$ cat config.mk
export PLATFORM = sky130hd
export DESIGN_NAME = mrnaiso_valve_sequencer
export DESIGN_NICKNAME = d
export VERILOG_FILES = /design/src/rtl/mrnaiso_pkg.sv /design/src/rtl/mrnaiso_peristaltic_pump.sv /design/src/rtl/mrnaiso_valve_sequencer.sv
export SDC_FILE = /design/constraint.sdc
export NUM_CORES = 1
export LEC_CHECK = 0
export BUFFER_PORTS_ARGS = -buffer_cell sky130_fd_sc_hd__buf_2
export CAP_MARGIN = 10
export CELL_PAD_IN_SITES_DETAIL_PLACEMENT = 0
export CELL_PAD_IN_SITES_GLOBAL_PLACEMENT = 1
export CORE_MARGIN = 4
export CORE_UTILIZATION = 47
export DETAILED_ROUTE_END_ITERATION = 6
export PLACE_DENSITY = 0.83
export SETUP_SLACK_MARGIN = 0.3
export SYNTH_ARGS = -nofsm -noshare
export SYNTH_HDL_FRONTEND = slang
export SYNTH_HIERARCHICAL = 1
export SYNTH_SLANG_ARGS = --single-unit
$ cat constraint.sdc
create_clock -name clk -period 5.1 [get_ports clk]
set_clock_uncertainty 0.1 [all_clocks]
set_input_delay 0.255 -clock clk [delete_from_list [all_inputs] [get_ports clk]]
set_output_delay 0.255 -clock clk [all_outputs]
set_load 0.01 [all_outputs]
$ cat src/rtl/mrnaiso_pkg.sv
// Shared types for the mRNA isolation valve sequencer: state encoding, the
// 14-line valve vector (1 = pressurised = valve closed) and per-state open sets.
package mrnaiso_pkg;

    typedef enum logic [3:0] {
        ST_IDLE    = 4'd0,
        ST_LOAD    = 4'd1,
        ST_LYSE    = 4'd2,
        ST_BEAD    = 4'd3,
        ST_MIX     = 4'd4,
        ST_SEP     = 4'd5,
        ST_WASH    = 4'd6,
        ST_COLLECT = 4'd7,
        ST_DONE    = 4'd8,
        ST_ABORT   = 4'd9
    } state_e;

    typedef struct packed {
        logic cells_in;
        logic cells_out;
        logic collect;
        logic lysis_in;
        logic lysis_waste;
        logic beads_in;
        logic bead_waste;
        logic pump_1;
        logic pump_2;
        logic pump_3;
        logic push;
        logic sep;
        logic sieve;
        logic waste;
    } valve_t;

    localparam valve_t VALVES_CLOSED = '1;

    localparam valve_t V_LOAD    = '{cells_in: 1'b0, cells_out: 1'b0, waste: 1'b0, default: 1'b1};
    localparam valve_t V_LYSE    = '{lysis_in: 1'b0, lysis_waste: 1'b0, default: 1'b1};
    localparam valve_t V_BEAD    = '{beads_in: 1'b0, bead_waste: 1'b0, default: 1'b1};
    localparam valve_t V_SEP     = '{sep: 1'b0, sieve: 1'b0, default: 1'b1};
    localparam valve_t V_WASH    = '{push: 1'b0, waste: 1'b0, default: 1'b1};
    localparam valve_t V_COLLECT = '{push: 1'b0, collect: 1'b0, default: 1'b1};
    localparam valve_t V_ABORT   = '{waste: 1'b0, default: 1'b1};

    // Pump lines stay closed here; during MIX they come from the pump sub-block.
    function automatic valve_t valves_for(state_e s);
        case (s)
            ST_LOAD:    return V_LOAD;
            ST_LYSE:    return V_LYSE;
            ST_BEAD:    return V_BEAD;
            ST_SEP:     return V_SEP;
            ST_WASH:    return V_WASH;
            ST_COLLECT: return V_COLLECT;
            ST_ABORT:   return V_ABORT;
            default:    return VALVES_CLOSED;
        endcase
    endfunction

endpackage

$ cat src/rtl/mrnaiso_peristaltic_pump.sv
// Three-valve peristaltic pump driver: one valve open at a time, PUMP_STEP
// cycles per step, flags the last cycle of MIX_ROT full rotations.
module mrnaiso_peristaltic_pump
    import mrnaiso_pkg::*;
#(
    parameter int CNT_W     = 16,
    parameter int PUMP_STEP = 8,
    parameter int MIX_ROT   = 50
) (
    input  logic       clk,
    input  logic       rst_n,
    input  logic       enable_i,
    input  logic       load_i,
    input  logic       dir_i,
    output logic [2:0] pump_o,
    output logic       rot_done_o
);

    localparam longint LIMIT = longint'(1) << CNT_W;

    if (PUMP_STEP < 1 || longint'(PUMP_STEP - 1) >= LIMIT ||
        MIX_ROT < 1 || longint'(MIX_ROT - 1) >= LIMIT) begin : g_bad_pump_params
        $error("mrnaiso_peristaltic_pump: PUMP_STEP/MIX_ROT out of range for CNT_W");
    end

    logic [CNT_W-1:0] step_cnt_q, step_cnt_d;
    logic [CNT_W-1:0] rot_cnt_q, rot_cnt_d;
    logic [1:0]       idx_q, idx_d;
    logic [2:0]       pump_q, pump_d;
    logic             last_step;
    logic             last_idx;
    logic [1:0]       idx_next;

    // {p1,p2,p3}; every rotation starts with p1 open in either direction.
    function automatic logic [2:0] pattern(input logic dir, input logic [1:0] idx);
        case (idx)
            2'd0:    return 3'b011;
            2'd1:    return dir ? 3'b110 : 3'b101;
            2'd2:    return dir ? 3'b101 : 3'b110;
            default: return 3'b111;
        endcase
    endfunction

    assign last_step  = (step_cnt_q == CNT_W'(PUMP_STEP - 1));
    assign last_idx   = (idx_q == 2'd2);
    assign idx_next   = last_idx ? 2'd0 : idx_q + 2'd1;
    assign rot_done_o = last_step && last_idx && (rot_cnt_q == CNT_W'(MIX_ROT - 1));
    assign pump_o     = pump_q;

    always_comb begin
        step_cnt_d = step_cnt_q;
        rot_cnt_d  = rot_cnt_q;
        idx_d      = idx_q;
        pump_d     = pump_q;
        if (!enable_i) begin
            step_cnt_d = '0;
            rot_cnt_d  = '0;
            idx_d      = 2'd0;
            pump_d     = 3'b111;
        end else if (load_i) begin
            step_cnt_d = '0;
            rot_cnt_d  = '0;
            idx_d      = 2'd0;
            pump_d     = pattern(dir_i, 2'd0);
        end else if (last_step) begin
            step_cnt_d = '0;
            idx_d      = idx_next;
            pump_d     = pattern(dir_i, idx_next);
            if (last_idx) begin
                rot_cnt_d = rot_cnt_q + CNT_W'(1);
            end
        end else begin
            step_cnt_d = step_cnt_q + CNT_W'(1);
        end
    end

    always_ff @(posedge clk or negedge rst_n) begin
        if (!rst_n) begin
            step_cnt_q <= '0;
            rot_cnt_q  <= '0;
            idx_q      <= 2'd0;
            pump_q     <= 3'b111;
        end else begin
            step_cnt_q <= step_cnt_d;
            rot_cnt_q  <= rot_cnt_d;
            idx_q      <= idx_d;
            pump_q     <= pump_d;
        end
    end

endmodule

$ cat src/rtl/mrnaiso_valve_sequencer.sv
// Isolation-run sequencer: drives all 14 pneumatic lines through
// load, lyse, bead, mix, separate, wash, collect, with level-sensitive abort.
//
// state   | meaning
// IDLE    | all valves closed, waiting for start
// LOAD    | cells in/out and waste open, T_LOAD cycles
// LYSE    | lysis buffer flows, T_LYSE cycles
// BEAD    | bead line open, T_BEAD cycles
// MIX     | peristaltic pump, 3*PUMP_STEP*MIX_ROT cycles
// SEP     | sieve/separation hold, T_SEP cycles
// WASH    | push and waste open, T_WASH cycles
// COLLECT | push and collect open, T_COLLECT cycles
// DONE    | one-cycle completion pulse
// ABORT   | waste only, T_WASH cycles, then IDLE with err set
module mrnaiso_valve_sequencer
    import mrnaiso_pkg::*;
#(
    parameter int CNT_W     = 16,
    parameter int T_LOAD    = 200,
    parameter int T_LYSE    = 400,
    parameter int T_BEAD    = 200,
    parameter int PUMP_STEP = 8,
    parameter int MIX_ROT   = 50,
    parameter int T_SEP     = 300,
    parameter int T_WASH    = 100,
    parameter int T_COLLECT = 150
) (
    input  logic       clk,
    input  logic       rst_n,
    input  logic       start,
    input  logic       abort,
    input  logic       pump_dir,
    output logic       busy,
    output logic       done,
    output logic       err,
    output logic [3:0] phase,
    output logic       cells_in_ctl,
    output logic       cells_out_ctl,
    output logic       collect_ctl,
    output logic       lysis_in_ctl,
    output logic       lysis_waste_ctl,
    output logic       beads_in_ctl,
    output logic       bead_waste_ctl,
    output logic       pump_1,
    output logic       pump_2,
    output logic       pump_3,
    output logic       push_ctl,
    output logic       sep_ctl,
    output logic       sieve_ctl,
    output logic       waste_ctl
);

    localparam longint LIMIT = longint'(1) << CNT_W;

    function automatic bit t_ok(input int t);
        return (t >= 1) && (longint'(t - 1) < LIMIT);
    endfunction

    if (!(t_ok(T_LOAD) && t_ok(T_LYSE) && t_ok(T_BEAD) && t_ok(T_SEP) &&
          t_ok(T_WASH) && t_ok(T_COLLECT))) begin : g_bad_timer_params
        $error("mrnaiso_valve_sequencer: phase duration out of range for CNT_W");
    end

    state_e           state_q, state_d;
    logic [CNT_W-1:0] timer_q, timer_d;
    valve_t           valves_q, valves_d;
    logic             busy_q, busy_d;
    logic             done_q, done_d;
    logic             err_q, err_d;
    logic             dir_q, dir_d;
    logic             timer_zero;
    logic             active;
    logic [2:0]       pump_vec;
    logic             rot_done;

    function automatic logic [CNT_W-1:0] t_init(input int t);
        return CNT_W'(t - 1);
    endfunction

    assign timer_zero = (timer_q == '0);
    assign active     = state_q inside {ST_LOAD, ST_LYSE, ST_BEAD, ST_MIX,
                                        ST_SEP, ST_WASH, ST_COLLECT};

    mrnaiso_peristaltic_pump #(
        .CNT_W     (CNT_W),
        .PUMP_STEP (PUMP_STEP),
        .MIX_ROT   (MIX_ROT)
    ) u_pump (
        .clk        (clk),
        .rst_n      (rst_n),
        .enable_i   (state_d == ST_MIX),
        .load_i     (state_q != ST_MIX),
        .dir_i      (dir_q),
        .pump_o     (pump_vec),
        .rot_done_o (rot_done)
    );

    always_comb begin
        state_d = state_q;
        timer_d = timer_zero ? timer_q : timer_q - CNT_W'(1);
        err_d   = err_q;
        dir_d   = dir_q;
        case (state_q)
            ST_IDLE: begin
                if (start) begin
                    state_d = ST_LOAD;
                    timer_d = t_init(T_LOAD);
                    err_d   = 1'b0;
                    dir_d   = pump_dir;
                end
            end
            ST_LOAD:    if (timer_zero) begin state_d = ST_LYSE;    timer_d = t_init(T_LYSE);    end
            ST_LYSE:    if (timer_zero) begin state_d = ST_BEAD;    timer_d = t_init(T_BEAD);    end
            ST_BEAD:    if (timer_zero) begin state_d = ST_MIX;                                  end
            ST_MIX:     if (rot_done)   begin state_d = ST_SEP;     timer_d = t_init(T_SEP);     end
            ST_SEP:     if (timer_zero) begin state_d = ST_WASH;    timer_d = t_init(T_WASH);    end
            ST_WASH:    if (timer_zero) begin state_d = ST_COLLECT; timer_d = t_init(T_COLLECT); end
            ST_COLLECT: if (timer_zero) begin state_d = ST_DONE;                                 end
            ST_DONE:    state_d = ST_IDLE;
            ST_ABORT: begin
                if (timer_zero) begin
                    state_d = ST_IDLE;
                    err_d   = 1'b1;
                end
            end
            default:    state_d = ST_IDLE;
        endcase
        // Abort outranks any timed transition, including the last cycle of a phase.
        if (abort && active) begin
            state_d = ST_ABORT;
            timer_d = t_init(T_WASH);
        end
        busy_d   = (state_d != ST_IDLE);
        done_d   = (state_d == ST_DONE);
        valves_d = valves_for(state_d);
    end

    always_ff @(posedge clk or negedge rst_n) begin
        if (!rst_n) begin
            state_q  <= ST_IDLE;
            timer_q  <= '0;
            valves_q <= VALVES_CLOSED;
            busy_q   <= 1'b0;
            done_q   <= 1'b0;
            err_q    <= 1'b0;
            dir_q    <= 1'b0;
        end else begin
            state_q  <= state_d;
            timer_q  <= timer_d;
            valves_q <= valves_d;
            busy_q   <= busy_d;
            done_q   <= done_d;
            err_q    <= err_d;
            dir_q    <= dir_d;
        end
    end

    assign busy            = busy_q;
    assign done            = done_q;
    assign err             = err_q;
    assign phase           = state_q;
    assign cells_in_ctl    = valves_q.cells_in;
    assign cells_out_ctl   = valves_q.cells_out;
    assign collect_ctl     = valves_q.collect;
    assign lysis_in_ctl    = valves_q.lysis_in;
    assign lysis_waste_ctl = valves_q.lysis_waste;
    assign beads_in_ctl    = valves_q.beads_in;
    assign bead_waste_ctl  = valves_q.bead_waste;
    assign pump_1          = valves_q.pump_1 & pump_vec[2];
    assign pump_2          = valves_q.pump_2 & pump_vec[1];
    assign pump_3          = valves_q.pump_3 & pump_vec[0];
    assign push_ctl        = valves_q.push;
    assign sep_ctl         = valves_q.sep;
    assign sieve_ctl       = valves_q.sieve;
    assign waste_ctl       = valves_q.waste;

    a_reagent_interlock: assert property (@(posedge clk) disable iff (!rst_n)
        (lysis_in_ctl || beads_in_ctl));
    a_pump_interlock: assert property (@(posedge clk) disable iff (!rst_n)
        ($countones({pump_1, pump_2, pump_3}) >= 2));

endmodule

==> flow_metrics.tcl <==
set metrics [dict create \
    cts_tree "built" \
    grt_pass1_wl_um 15300 \
    required_ps 5240 \
    synth_xor_area_share_pct 5.62 \
    muxShareOfSynthArea_pct 2.15 \
    finalSetupViolations 0 \
    slew_viol_final 0 \
    start_util_pct 49.4 \
    rows 32 \
    ant_nets 0 \
    rsz0062_at_grt "no" \
    leakage_nw 1.65 \
    synth_top_family_by_area "simple AND/OR/NAND/NOR gates" \
    grt_busiest_layer "met2" \
    relSlewSlack_pct 38.8 \
    synthAdderAreaFrac_pct 1.86 \
    setup-tns-final_ps 0 \
    critical_path_arrival_ps 4290 \
    regArea_um2 1710 \
    grt_overflow_total 0 \
    final_hold_viol_count 0 \
    cts.htree.levels 3 \
    drc 0 \
    grt_pass1_vias 3056 \
    multi_input_area_um2 1980 \
    grt_use_met2_pct 28.3 \
    netlist_area_um2 3900 \
    endpoint_kind "flip-flop" \
    pwr_density_cell_nw_per_um2 342 \
    use_met1_pct 27.9 \
    core_area_um2 7890 \
    crit_fanout 14 \
    synth_seq_cells 68 \
    detailed_place_hpwl_um 6180 \
    syn-num-nets 441 \
    hold_buffers 0 \
    area_growth_pct 8.92 \
    fill_cells 733 \
    yosys.area_share.simple_pct 27.0 \
    r2r-start "u_pump/step_cnt_q[9]" \
    outcome "finished clean" \
    start_kind "flip-flop" \
    num_antenna_cells 0 \
    synth-edff-count 0 \
    synth_ff_type "dfrtp_1" \
    seq_area_frac_synth_pct 44.0 \
    met3_usage_pct 3.75 \
    drive_gt1_share_pct 15.2 \
    hp-class "input port to async pin" \
    cts-root-buf "clkbuf_8" \
    worst_r2r_path_depth 13 \
    cts_buffers 9 \
    vias 3287 \
    die_w_um 99.1 \
    finalCritPeriodShare_pct 81.3 \
    synth_compound_area_share_pct 14.2 \
    die_y_um 99.1 \
    reg2reg_to "u_pump/step_cnt_q[2]" \
    gp_congestion 0.889 \
    max-vdd-ir-drop_mv 0.195 \
    post_cts_resize_count 0 \
    routed_wl_um 9050 \
    crit_start "u_pump/step_cnt_q[9]" \
    drt-initial-drc-count 164 \
    viasPerCell 5.92 \
    cts.path.max_buffers 2 \
    placed_area_um2 4060 \
    yosys.cell_types.count 56 \
    grt_max_degree 69 \
    worst_pin_slew_ps 907 \
    final.min_clock_period_ps 4150 \
    die_area_um2 9810 \
    clk_transition_reported_paths_ps 80 \
    layout_setup_ws_ps 952 \
    first_pass_iters 4 \
    holdWs_ps 2.09 \
    critPathKind "flip-flop to flip-flop" \
    cts_sinks 68 \
    fin_nets 458 \
    yosys_warnings 6 \
    antenna_found_initial 0 \
    synthArstFlopShare_pct 100 \
    drv_cap 0 \
    gr-usage-all-layers_pct 19.1 \
    syn_inst 431 \
    io_buffers 25 \
    fin_area_um2 4250 \
    r2r_slack_ps 950 \
    wl_per_cell_um 16.3 \
    pre_cts_ws_ps 811 \
    fmax_ghz 0.241 \
    avgSynthCellArea_um2 9.04 \
    insertion_delay_ps 360 \
    postCtsSetupRepairBufs 0 \
    ios 26 \
]
## worst max path at each step
stage,endpoint,cells after the start
2_1_floorplan,u_pump/step_cnt_q[10],16
3_5_place_dp,u_pump/step_cnt_q[6],12
3_3_place_gp,u_pump/step_cnt_q[11],11
6_report,u_pump/step_cnt_q[2],13
5_1_grt,u_pump/step_cnt_q[2],13
4_1_cts,u_pump/step_cnt_q[2],12
## Yosys cell counts, drive strengths merged, types with 3 or more instances
| library cell | n | share of area, % |
|---|---|---|
| nand2b | 4 | 0.64 |
| buf | 9 | 1.7 |
| and4 | 5 | 1.1 |
| o311ai | 3 | 0.67 |
| o22ai | 3 | 0.48 |
| xor2 | 4 | 0.90 |
| xnor2 | 21 | 4.7 |
| nor4 | 14 | 3.0 |
| nor2b | 4 | 0.64 |
| dfrtp | 58 | 37 |
| nor3b | 3 | 0.58 |
| nand4 | 8 | 1.3 |
| mux2 | 3 | 0.87 |
| nand3 | 23 | 3.0 |
| o21ai | 22 | 2.8 |
| nor3 | 13 | 1.7 |
| a21oi | 30 | 3.9 |
| clkbuf | 15 | 1.4 |
| or2 | 4 | 0.64 |
| ha | 5 | 1.6 |
| or4 | 17 | 3.3 |
| dfstp | 10 | 6.7 |
| o211ai | 4 | 0.77 |
| inv | 21 | 2.0 |
| or3 | 10 | 1.9 |
| mux2i | 5 | 1.3 |
| nand2 | 32 | 3.1 |
| nor2 | 41 | 3.9 |
| o31ai | 12 | 2.3 |
## critical path, stage by stage (launching register included)
cell	delay, ps
dfrtp_1	450
nor4_2	540
nand3_1	140
buf_4	210
nor4_1	410
mux2_2	290
o211ai_1	90
mux2i_1	350
or2_0	390
and3b_1	250
nor2b_1	180
o21ai_1	290
buf_4	270
nor2_1	60
## cells in the final DEF (no fill, tap or decap), types with 3 or more instances in the layout
cell type and n:
o311ai_0 3, nand2_1 32, nand3_1 23, dfrtp_1 58, o31ai_1 12, dfstp_2 10
or4_1 17, inv_1 21, o21ai_0 20, mux2i_1 5, nand2b_1 4, and4_1 5
nor3_1 13, xnor2_1 21, nor2b_1 4, mux2_2 3, a21oi_1 30, nor3b_1 3
nor4_1 11, nor2_1 41, clkbuf_8 11, or2_2 3, o22ai_1 3, xor2_1 4
o211ai_1 4, ha_1 5, buf_2 25, or3_1 8, buf_4 5, nand4_1 8
## registers in the layout, summed over array words and instances (netlist names), 2 cells and up
signal             count
timer_q               16
u_pump/pump_o          3
u_pump/idx_q           2
phase                  4
u_pump/step_cnt_q     16
u_pump/rot_cnt_q      16
## layer usage
layer,vias to the layer above,wire length [µm]
li1,1597,-
met1,1606,4490
met2,69,4050
met3,15,354
met4,0,157
met5,-,0
## where the power goes
part,total [W],internal (W),switching [W]
Combinational,0.000352,0.000152,0.000200
Sequential,0.000685,0.000606,0.0000785
Clock,0.000415,0.000202,0.000214
Total,0.00145,0.000960,0.000492
## cell families (layout without fill, tap and decap cells)
group                    Yosys count  after routing
adder cells (fa/ha/maj)            6              6
flip-flops                        68             68
AND/OR/NAND/NOR                  189            189
AO/OA/AOI/OAI                     90             90
multiplexers                       8              8
buffers and inverters             45             67
XOR/XNOR                          25             25
## layout make-up
cell class | instances | share of cell area, %
Clock inverter | 4 | 0.589
Inverter | 21 | 1.86
Sequential cell | 68 | 40.4
Clock buffer | 12 | 3.65
Tap cell | 102 | 3.01
Timing Repair Buffer | 30 | 3.83
Multi-Input combinational cell | 318 | 46.7
## metrics by stage
step                instances  utilization, %  total power (W)
finish                    555            53.8          0.00145
global route              555            53.8          0.00154
CTS                       554            53.7          0.00146
detailed placement        538            51.4          0.00104
global placement          538            51.4          0.00104
floorplan                 431               -         0.000953
Power figures use the tool's default switching activity.
